[src/rtl/chan_scan_selector_if.sv]
`default_nettype none
// +------------------------------------------------------------------------+
// | Module      : chan_scan_selector_if                                    |
// | Description : Source/consumer bundle for the channel scan selector:    |
// |               flattened channel inputs, mode and load/hold controls,   |
// |               and the registered data and status outputs.              |
// | Revision    : 1.0 - initial release                                    |
// +------------------------------------------------------------------------+
interface chan_scan_selector_if #(
    parameter int WIDTH    = 4,
    parameter int CHANNELS = 8,
    parameter int SEL_W    = 3
);
    logic [CHANNELS*WIDTH-1:0] in_bus;
    logic                      mode;
    logic [SEL_W-1:0]          ctrl;
    logic                      load;
    logic                      hold;
    logic [WIDTH-1:0]          out;
    logic [SEL_W-1:0]          sel;
    logic                      chg;
    logic                      wrap;
    logic                      err;

    // Side that supplies samples and controls, and consumes the selection
    modport master (
        output in_bus, mode, ctrl, load, hold,
        input  out, sel, chg, wrap, err
    );

    // The selector itself
    modport slave (
        input  in_bus, mode, ctrl, load, hold,
        output out, sel, chg, wrap, err
    );
endinterface
`default_nettype wire

[src/rtl/chan_scan_selector.sv]
`default_nettype none
// +------------------------------------------------------------------------+
// | Module      : chan_scan_selector                                       |
// | Description : Registered N-channel data selector with manual (load)    |
// |               and auto-scan modes, hold, out-of-range detection and    |
// |               channel-change / wrap strobes.                           |
// | Revision    : 1.0 - initial release                                    |
// +------------------------------------------------------------------------+
module chan_scan_selector #(
    parameter int WIDTH    = 4,
    parameter int CHANNELS = 8,
    parameter int SEL_W    = 3,
    parameter int DWELL    = 4
) (
    input  wire logic            clk,
    input  wire logic            rst_n,
    chan_scan_selector_if.slave  bus
);

    // Dwell counter only ever reaches DWELL-1, but is sized for DWELL itself
    localparam int          CNT_W   = ($clog2(DWELL + 1) < 1) ? 1 : $clog2(DWELL + 1);
    localparam logic [31:0] CH_U    = 32'(CHANNELS);
    localparam logic [31:0] CH_LAST = 32'(CHANNELS - 1);
    localparam logic [31:0] DW_LAST = 32'(DWELL - 1);

    logic [CNT_W-1:0] cnt;
    logic [SEL_W-1:0] sel_d;
    logic             mode_d;

    logic [WIDTH-1:0] chan [CHANNELS];
    logic [31:0]      sel_u;
    logic             in_range;
    logic [WIDTH-1:0] pick;
    logic             dwell_end;
    logic [SEL_W-1:0] scan_next;
    logic             scan_wrap;

    // Unpack the flattened input bus into per-channel words
    for (genvar k = 0; k < CHANNELS; k++) begin : g_chan
        assign chan[k] = bus.in_bus[k*WIDTH +: WIDTH];
    end

    // Channel mux by equality so an out-of-range index naturally yields zero
    always_comb begin
        sel_u    = 32'(bus.sel);
        in_range = (sel_u < CH_U);
        pick     = '0;
        for (int k = 0; k < CHANNELS; k++) begin
            if (sel_u == 32'(k)) begin
                pick = chan[k];
            end
        end
    end

    // Next index on a scan advance; only the CHANNELS-1 -> 0 step is a wrap
    always_comb begin
        dwell_end = (32'(cnt) == DW_LAST);
        scan_wrap = 1'b0;
        if (sel_u == CH_LAST) begin
            scan_next = '0;
            scan_wrap = 1'b1;
        end else if (!in_range) begin
            scan_next = '0;
        end else begin
            scan_next = bus.sel + SEL_W'(1);
        end
    end

    // Index / dwell state and the registered data path.
    // mode_d follows mode during reset so that leaving reset in scan mode
    // is not mistaken for a mode transition.
    always_ff @(posedge clk) begin
        if (!rst_n) begin
            bus.sel  <= '0;
            cnt      <= '0;
            bus.out  <= '0;
            bus.chg  <= 1'b0;
            bus.wrap <= 1'b0;
            bus.err  <= 1'b0;
            sel_d    <= '0;
            mode_d   <= bus.mode;
        end else if (bus.hold) begin
            bus.chg  <= 1'b0;
            bus.wrap <= 1'b0;
        end else begin
            bus.out  <= pick;
            bus.err  <= !in_range;
            bus.chg  <= (bus.sel != sel_d);
            sel_d    <= bus.sel;
            mode_d   <= bus.mode;
            bus.wrap <= 1'b0;
            if (bus.load) begin
                bus.sel <= bus.ctrl;
                cnt     <= '0;
            end else if (bus.mode != mode_d) begin
                // A mode change restarts the dwell and swallows any advance
                cnt <= '0;
            end else if (bus.mode) begin
                if (dwell_end) begin
                    cnt      <= '0;
                    bus.sel  <= scan_next;
                    bus.wrap <= scan_wrap;
                end else begin
                    cnt <= cnt + CNT_W'(1);
                end
            end else begin
                cnt <= '0;
            end
        end
    end

endmodule
`default_nettype wire

[src/flat_wrapper.sv]
// flat-port wrapper written by rule: the top's interface ports become plain ports
module chan_scan_selector_flat 
#(
    parameter int WIDTH    = 4,
    parameter int CHANNELS = 8,
    parameter int SEL_W    = 3,
    parameter int DWELL    = 4
)
  (clk, rst_n, bus_in_bus, bus_mode, bus_ctrl, bus_load, bus_hold, bus_out, bus_sel, bus_chg, bus_wrap, bus_err);
  chan_scan_selector_if #(.WIDTH(WIDTH), .CHANNELS(CHANNELS), .SEL_W(SEL_W)) bus_i ();
  input  wire logic clk;
  input  wire logic rst_n;
  input wire logic [$bits(bus_i.in_bus)-1:0] bus_in_bus;
  input wire logic [$bits(bus_i.mode)-1:0] bus_mode;
  input wire logic [$bits(bus_i.ctrl)-1:0] bus_ctrl;
  input wire logic [$bits(bus_i.load)-1:0] bus_load;
  input wire logic [$bits(bus_i.hold)-1:0] bus_hold;
  output wire logic [$bits(bus_i.out)-1:0] bus_out;
  output wire logic [$bits(bus_i.sel)-1:0] bus_sel;
  output wire logic [$bits(bus_i.chg)-1:0] bus_chg;
  output wire logic [$bits(bus_i.wrap)-1:0] bus_wrap;
  output wire logic [$bits(bus_i.err)-1:0] bus_err;
  assign bus_i.in_bus = bus_in_bus;
  assign bus_i.mode = bus_mode;
  assign bus_i.ctrl = bus_ctrl;
  assign bus_i.load = bus_load;
  assign bus_i.hold = bus_hold;
  assign bus_out = bus_i.out;
  assign bus_sel = bus_i.sel;
  assign bus_chg = bus_i.chg;
  assign bus_wrap = bus_i.wrap;
  assign bus_err = bus_i.err;
  chan_scan_selector #(.WIDTH(WIDTH), .CHANNELS(CHANNELS), .SEL_W(SEL_W), .DWELL(DWELL)) u_core (.clk(clk), .rst_n(rst_n), .bus(bus_i));
endmodule
[config.mk]
export PLATFORM = sky130hd
export DESIGN_NAME = chan_scan_selector_flat
export DESIGN_NICKNAME = d
export VERILOG_FILES = /design/src/rtl/chan_scan_selector_if.sv /design/src/rtl/chan_scan_selector.sv /design/src/flat_wrapper.sv
export SDC_FILE = /design/constraint.sdc
export NUM_CORES = 1
export LEC_CHECK = 0
export BUFFER_PORTS_ARGS = -buffer_cell sky130_fd_sc_hd__buf_4
export CORE_MARGIN = 4
export CORE_UTILIZATION = 52
export CTS_BUF_LIST = sky130_fd_sc_hd__clkbuf_8
export CTS_CLUSTER_DIAMETER = 100
export CTS_CLUSTER_SIZE = 24
export DETAILED_ROUTE_END_ITERATION = 16
export GPL_TIMING_DRIVEN = 0
export PLACE_DENSITY = 0.95
export SETUP_SLACK_MARGIN = 0.02
export SLEW_MARGIN = 40
export SYNTH_ARGS = -nofsm -noshare
export SYNTH_HDL_FRONTEND = slang
export SYNTH_SLANG_ARGS = --single-unit
[constraint.sdc]
create_clock -name clk -period 5.2 [get_ports clk]
set_clock_uncertainty 0.05 [all_clocks]
set_input_delay 0.78 -clock clk [delete_from_list [all_inputs] [get_ports clk]]
set_output_delay 0.78 -clock clk [all_outputs]
set_load 0.1 [all_outputs]
==> results of run 1 <==
## cells by family (layout without fill, tap and decap cells)
family                   after synthesis  count (layout)
AO/OA/AOI/OAI                         44              44
XOR/XNOR                               3               3
adder cells (fa/ha/maj)                7               7
buffers and inverters                 19              68
flip-flops                            16              16
multiplexers                           4               4
other                                  1               1
AND/OR/NAND/NOR                       42              42
## sequential cells by signal, indices dropped and copies added (netlist names)
signal and flops:
u_core.bus.chg 1, u_core.bus.out 4, u_core.bus.sel 3, u_core.bus.wrap 1, u_core.cnt 3, u_core.mode_d 1, u_core.sel_d 3
## layout by cell type, fill, tap and decap left out, drive strengths merged, types with 2 or more instances in the layout
master  count
xnor2       3
a311oi      2
o211a       2
mux2i       4
a211oi      4
ha          7
nand2b      2
clkbuf      5
inv        11
o22ai       4
nand2      11
nor4        2
or2b        2
a221o       4
dfxtp      15
nand3       2
nor2       13
a21oi       7
o21ai      11
nor2b       4
buf        52
a221oi      4
## through the flow
stage          hold WS [ns]  cell area (um2)  setup slack (ns)
2_1_floorplan        0.3959             1129             2.703
3_3_place_gp         0.4041             1500             3.233
3_5_place_dp         0.4209             1500             3.148
4_1_cts              0.4303             1545             3.144
5_1_grt              0.4575             1545             2.963
6_report             0.4287             1545             3.104
## report_power, final
part	switching (W)	leakage, nW	internal, W
Clock	0.0000427	0.0269	0.0000523
Combinational	0.0000835	0.563	0.0000544
Sequential	0.00000620	0.133	0.000131
Total	0.000132	0.722	0.000238
## worst min path at each step
stage                                 start                end  slack (ns)
after floorplan               u_core.cnt[2]      u_core.cnt[2]        0.40
after global placement        u_core.cnt[2]      u_core.cnt[2]        0.40
after detailed placement  u_core.bus.out[3]  u_core.bus.out[3]        0.42
after CTS                 u_core.bus.out[3]  u_core.bus.out[3]        0.43
after global routing          u_core.cnt[2]      u_core.cnt[2]        0.46
final                     u_core.bus.out[3]  u_core.bus.out[3]        0.43
## worst max-delay path, stage by stage, from the launching register on
cell	delay, ns
dfxtp_1	0.37
buf_6	0.16
inv_1	0.11
ha_1	0.32
or2_0	0.27
a221o_1	0.29
a311oi_1	0.33
o21ai_1	0.09
## per-layer routing
metal,vias up,part of all wire [%],GRT usage [%],wire length [um]
met2,82,53,44.88,1752
met3,10,9.1,7.357,302
met5,-,0,0,0
li1,597,-,-,-
met4,0,1.8,7.884,61
met1,594,37,26.99,1219
## layout make-up
cell class              instances  area (um2)  area share [%]
multi-input cells             101       689.4           44.62
clock buffers                   3       41.29           2.672
flip-flops and latches         16       330.3           21.38
clock inverters                 1       3.754          0.2429
well taps                      27       33.78           2.186
inverters                      10       37.54           2.429
repair buffers                 45       337.8           21.86
plain buffers                   9       71.32           4.615
==> impl_metrics.toml, run 1 <==
[outcome]
status = "finished clean"

[global_routing]
grt.total_usage_pct = 24.72
antenna_found_initial = 0
grt_max_degree = 11
grt_pass1_wl_um = 5313
grt_pass1_vias = 1221
overflow = 0

[cts]
clock_sinks = 16
cts_resized = 0
cts_root_buffer = "clkbuf_8"
postCtsSetupBuffers = 0
worstSkewPairLatency_ns = 0.25
max-clock-path-buffers = 2
htreeDepth = 1
tritoncts = "done"
numCtsBuffers = 3
cts_hold_buf = 0
clk_pin_slew_worst_paths_ns = 0.07

[synthesis]
synth_fa_ha_area_share_pct = 7.761
synth_top_area_share_pct = 26.61
syn-num-nets = 183
ys_seq_area_share_pct = 29.27
yosys.area.top_type = "dfxtp_1"
synth-seq-cells = 16
synthTopCellsByCount = "dfxtp_1 (15), nor2_1 (13), nand2_1 (11), inv_1 (10), o21ai_0 (9)"
post_synth_num_cell_types = 40
synthFlopType = "dfxtp_1"
synthMuxAreaShare_pct = 3.548
async_flop_share_pct = 0
syn_area_mm2 = 0.001129
syn_inst = 136
synth_top_family_by_area = "compound AO/OA/AOI/OAI gates"
avgSynthCellArea_um2 = 8.298
synth-compound-area-share_pct = 28.27
synth_xor_area_share_pct = 2.328
yosysMostFrequentCell = "dfxtp_1"
synth_edf_count = 1
synthSimpleGateAreaFrac_pct = 18.85
synth_warnings = 0
netlist_top_cells_area = "dfxtp_1 (27%), ha_1 (7.8%), nor2_1 (4.3%), o21ai_0 (4.0%), nand2_1 (3.7%)"

[timing]
maxSlewViolCount = 0
fmax_ghz = 0.4772
hold_viol = 0
period_minus_slack_ns = 2.096
period_share_pct = 40.30
setup-violations-final = 0
finalSetupTns_ns = 0
rsz0062_at_grt = "no"

[setup_path]
ff2ff_setup_slack_ns = 3.10
r2r_end = "u_core.bus.out[2]"
worstPathArrival_ns = 2.19
reg2reg_from = "u_core.bus.sel[2]"
crit_path_end_kind = "register"
critPathKind = "register to register"
r2r_cells = 7
crit_end = "u_core.bus.out[2]"
start_kind = "register"
crit_required_ns = 5.29
critPathLaunch = "u_core.bus.sel[2]"
critPathMaxFanout = 10

[detailed_routing]
drt-pass1-iter-count = 4
vias = 1283
avgViaCountPerCell = 6.052
drc = 0
drt-initial-drc-count = 67
ant_nets = 0
wl_per_cell_um = 15.74
wirelength_um = 3336

[cells_and_area]
fillers = 146
nets = 233
layout.cells.non_filler = 212
final_util_pct = 77.19
syn_to_final_growth_pct = 36.92
diodes = 0
final_layout_size_suffix_gt1_share_pct = 32.97

[floorplan]
die_w_um = 54.59
start_util_pct = 56.37
core-area_mm2 = 0.002002
rows = 16
die_h_um = 54.59
dieArea_mm2 = 0.002980
io_pins = 50

[flow_run]
drv_cap = 0

[power]
p_leak_nw = 0.7223
p_per_area_mw_per_mm2 = 239.6
peakVddDrop_mv = 0.2156
total_power_w = 0.0003702

[placement]
port_buffers = 45
place.gp.congestion = 0.8599
dpl.hpwl_um = 2633
dp_cells = 208

[worst_hold_path]
hp-class = "register to register"
holdPathStages = 2
No activity file was read; power rests on OpenSTA's default activity.
==> run 2, diff against run 1 <==
--- a/config.mk
+++ b/config.mk
@@ -7,13 +7,13 @@
 export LEC_CHECK = 0
 export BUFFER_PORTS_ARGS = -buffer_cell sky130_fd_sc_hd__buf_4
 export CORE_MARGIN = 4
-export CORE_UTILIZATION = 52
+export CORE_UTILIZATION = 44
 export CTS_BUF_LIST = sky130_fd_sc_hd__clkbuf_8
 export CTS_CLUSTER_DIAMETER = 100
 export CTS_CLUSTER_SIZE = 24
 export DETAILED_ROUTE_END_ITERATION = 16
 export GPL_TIMING_DRIVEN = 0
-export PLACE_DENSITY = 0.95
+export PLACE_DENSITY = 0.89
 export SETUP_SLACK_MARGIN = 0.02
 export SLEW_MARGIN = 40
 export SYNTH_ARGS = -nofsm -noshare
==> constraint.sdc (replaced) <==
create_clock -name clk -period 1.8 [get_ports clk]
set_clock_uncertainty 0.05 [all_clocks]
set_input_delay 0.27 -clock clk [delete_from_list [all_inputs] [get_ports clk]]
set_output_delay 0.27 -clock clk [all_outputs]
set_load 0.1 [all_outputs]
==> run 2 against run 1 <==
Die area increased by 15%. Final cell count increased by 2.4%. Via count down 0.86%. Combinational power rose to 3.0 times the previous value. Global-route usage fell by 3.9 points. Sequential share of layout area shrank 0.25 points. Clock-buffer cell count unchanged. Total power increased to 2.9 times the previous value. Hold slack got worse by 0.25 ns. Routed wire length is 3.8% higher. Fmax up 20%. Critical path type unchanged. Critical endpoint is now u_core.bus.out[3]. Highest routed layer unchanged.
==> impl_metrics.toml, run 2 (synthesis results as in run 1) <==
[detailed_routing]
vias = 1272
wirelength_um = 3464
drt-initial-drc-count = 71
ant_nets = 0
wl_per_cell_um = 15.96
avgViaCountPerCell = 5.862
drc = 0
drt-pass1-iter-count = 4

[power]
p_leak_nw = 0.7340
peakVddDrop_mv = 0.8166
p_per_area_mw_per_mm2 = 670.3

[cells_and_area]
final_common_cell = "buf_4"
diodes = 0
final_layout_size_suffix_gt1_share_pct = 40.11
final_cell_area_mm2 = 0.001617
largest_reg_flops = 4
top_register = "u_core.bus.out"
layout_common_cells = "buf_4 (50), nor2_1 (13), dfxtp_1 (12)"
final_util_pct = 65.85
syn_to_final_growth_pct = 43.24
fillers = 206
nets = 235

[timing]
maxSlewViolCount = 0
period_share_pct = 96.92
fmax_ghz = 0.5732
period_minus_slack_ns = 1.745
setup-violations-final = 0
hold_viol = 0
rsz0062_at_grt = "yes"

[cts]
tritoncts = "done"
clk_pin_slew_worst_paths_ns = 0.06
max-clock-path-buffers = 2
numCtsBuffers = 3
cts_hold_buf = 0
cts_root_buffer = "clkbuf_8"
htreeDepth = 1
worstSkewPairLatency_ns = 0.25
clock_sinks = 16

[global_routing]
grt_max_degree = 11
grt.total_usage_pct = 20.84
grt_pass1_wl_um = 5478
overflow = 0
antenna_found_initial = 0
grt_pass1_vias = 1323

[setup_path]
cpLargestDelayFamily = "compound AO/OA/AOI/OAI gates"
ff2ff_setup_slack_ns = 0.06
slowest_stage = "dfxtp_4"
r2r_end = "u_core.bus.out[3]"
path_common_cell = "ha_4"
slowest_delay_ns = 0.37
reg2reg_from = "u_core.bus.sel[0]"
crit_required_ns = 1.89
path_cells = "ha_4 -> ha_4 -> or2_1 -> a221o_1 -> a311oi_2 -> o21ai_1"
r2r_cells = 6
start_kind = "register"
worstPathArrival_ns = 1.83
critPathMaxFanout = 5
cp_num_buf_inv = 0
critPathKind = "register to register"
crit_path_end_kind = "register"

[floorplan]
core-area_mm2 = 0.002455
start_util_pct = 45.97
die_w_um = 58.65
dieArea_mm2 = 0.003439
die_h_um = 58.65
rows = 18
io_pins = 50

[worst_hold_path]
holdPathEnd = "u_core.mode_d"
hp-start = "bus_mode"
holdPathStages = 1
hp-class = "primary input to register"

[placement]
place.gp.congestion = 0.8202
post_dp_cell_area_mm2 = 0.001541
dpl.hpwl_um = 2651
port_buffers = 45

[flow_run]
drv_cap = 0

[outcome]
status = "finished clean"
## run 2: layer usage
| metal | share of wire [%] | track usage [%] | routed length [um] |
|---|---|---|---|
| met5 | 0 | 0 | 0 |
| met4 | 2.9 | 8.091 | 102 |
| met3 | 7.5 | 5.921 | 259 |
| met1 | 35 | 21.13 | 1225 |
| met2 | 54 | 39.71 | 1877 |
## run 2: timing repair
| item | CTS | global route |
|---|---|---|
| setup buffers | 2 | 1 |
| setup endpoints to repair | 2 | 2 |
| resized for setup | 1 | 3 |
| pin swaps | 1 | 2 |
## run 2: worst max path at each step
stage                   endpoint         startpoint  slack, ns  cells after the start
2_1_floorplan  u_core.bus.out[2]  u_core.bus.sel[2]      -0.02                      7
3_3_place_gp   u_core.bus.out[3]  u_core.bus.sel[0]       0.03                      6
3_5_place_dp   u_core.bus.out[3]  u_core.bus.sel[0]       0.02                      6
4_1_cts        u_core.bus.out[3]  u_core.bus.sel[0]       0.03                      6
5_1_grt        u_core.bus.out[3]  u_core.bus.sel[0]     -0.009                      6
6_report       u_core.bus.out[3]  u_core.bus.sel[0]       0.06                      6
## run 2: metrics by stage
stage	setup slack [ns]	setup TNS [ns]	power (W)	cells	hold WS (ns)
5_1_grt	-0.008958	-0.008958	0.001137	217	0.1680
6_report	0.05543	0	0.001084	217	0.1812
4_1_cts	0.02984	0	0.001082	217	0.1751
3_5_place_dp	0.01564	0	0.0008051	211	0.4284
2_1_floorplan	-0.02399	-0.04896	0.0006777	136	0.3189
3_3_place_gp	0.03391	0	0.0007927	211	0.4061
## run 2: final cells by class
type                    count  area [um2]  share of cell area (%)
flip-flops and latches     16       341.6                   21.13
well taps                  30       37.54                   2.322
multi-input cells         101       728.2                   45.05
plain buffers               8       63.81                   3.947
clock inverters             1       3.754                  0.2322
repair buffers             48       360.3                   22.29
inverters                  10       40.04                   2.477
clock buffers               3       41.29                   2.554
## run 2: power by group
group	leakage [nW]	switching, W	internal [W]	total [W]
sequential	0.135	0.0000205	0.000378	0.000398
clock	0.0269	0.000123	0.000151	0.000274
combinational	0.572	0.000246	0.000166	0.000411
## run 2: worst register-to-register path, cell delays in order (launching register included)
cell and delay [ns]:
dfxtp_4 0.37, ha_4 0.17, ha_4 0.16, or2_1 0.22, a221o_1 0.29, a311oi_2 0.27, o21ai_1 0.09
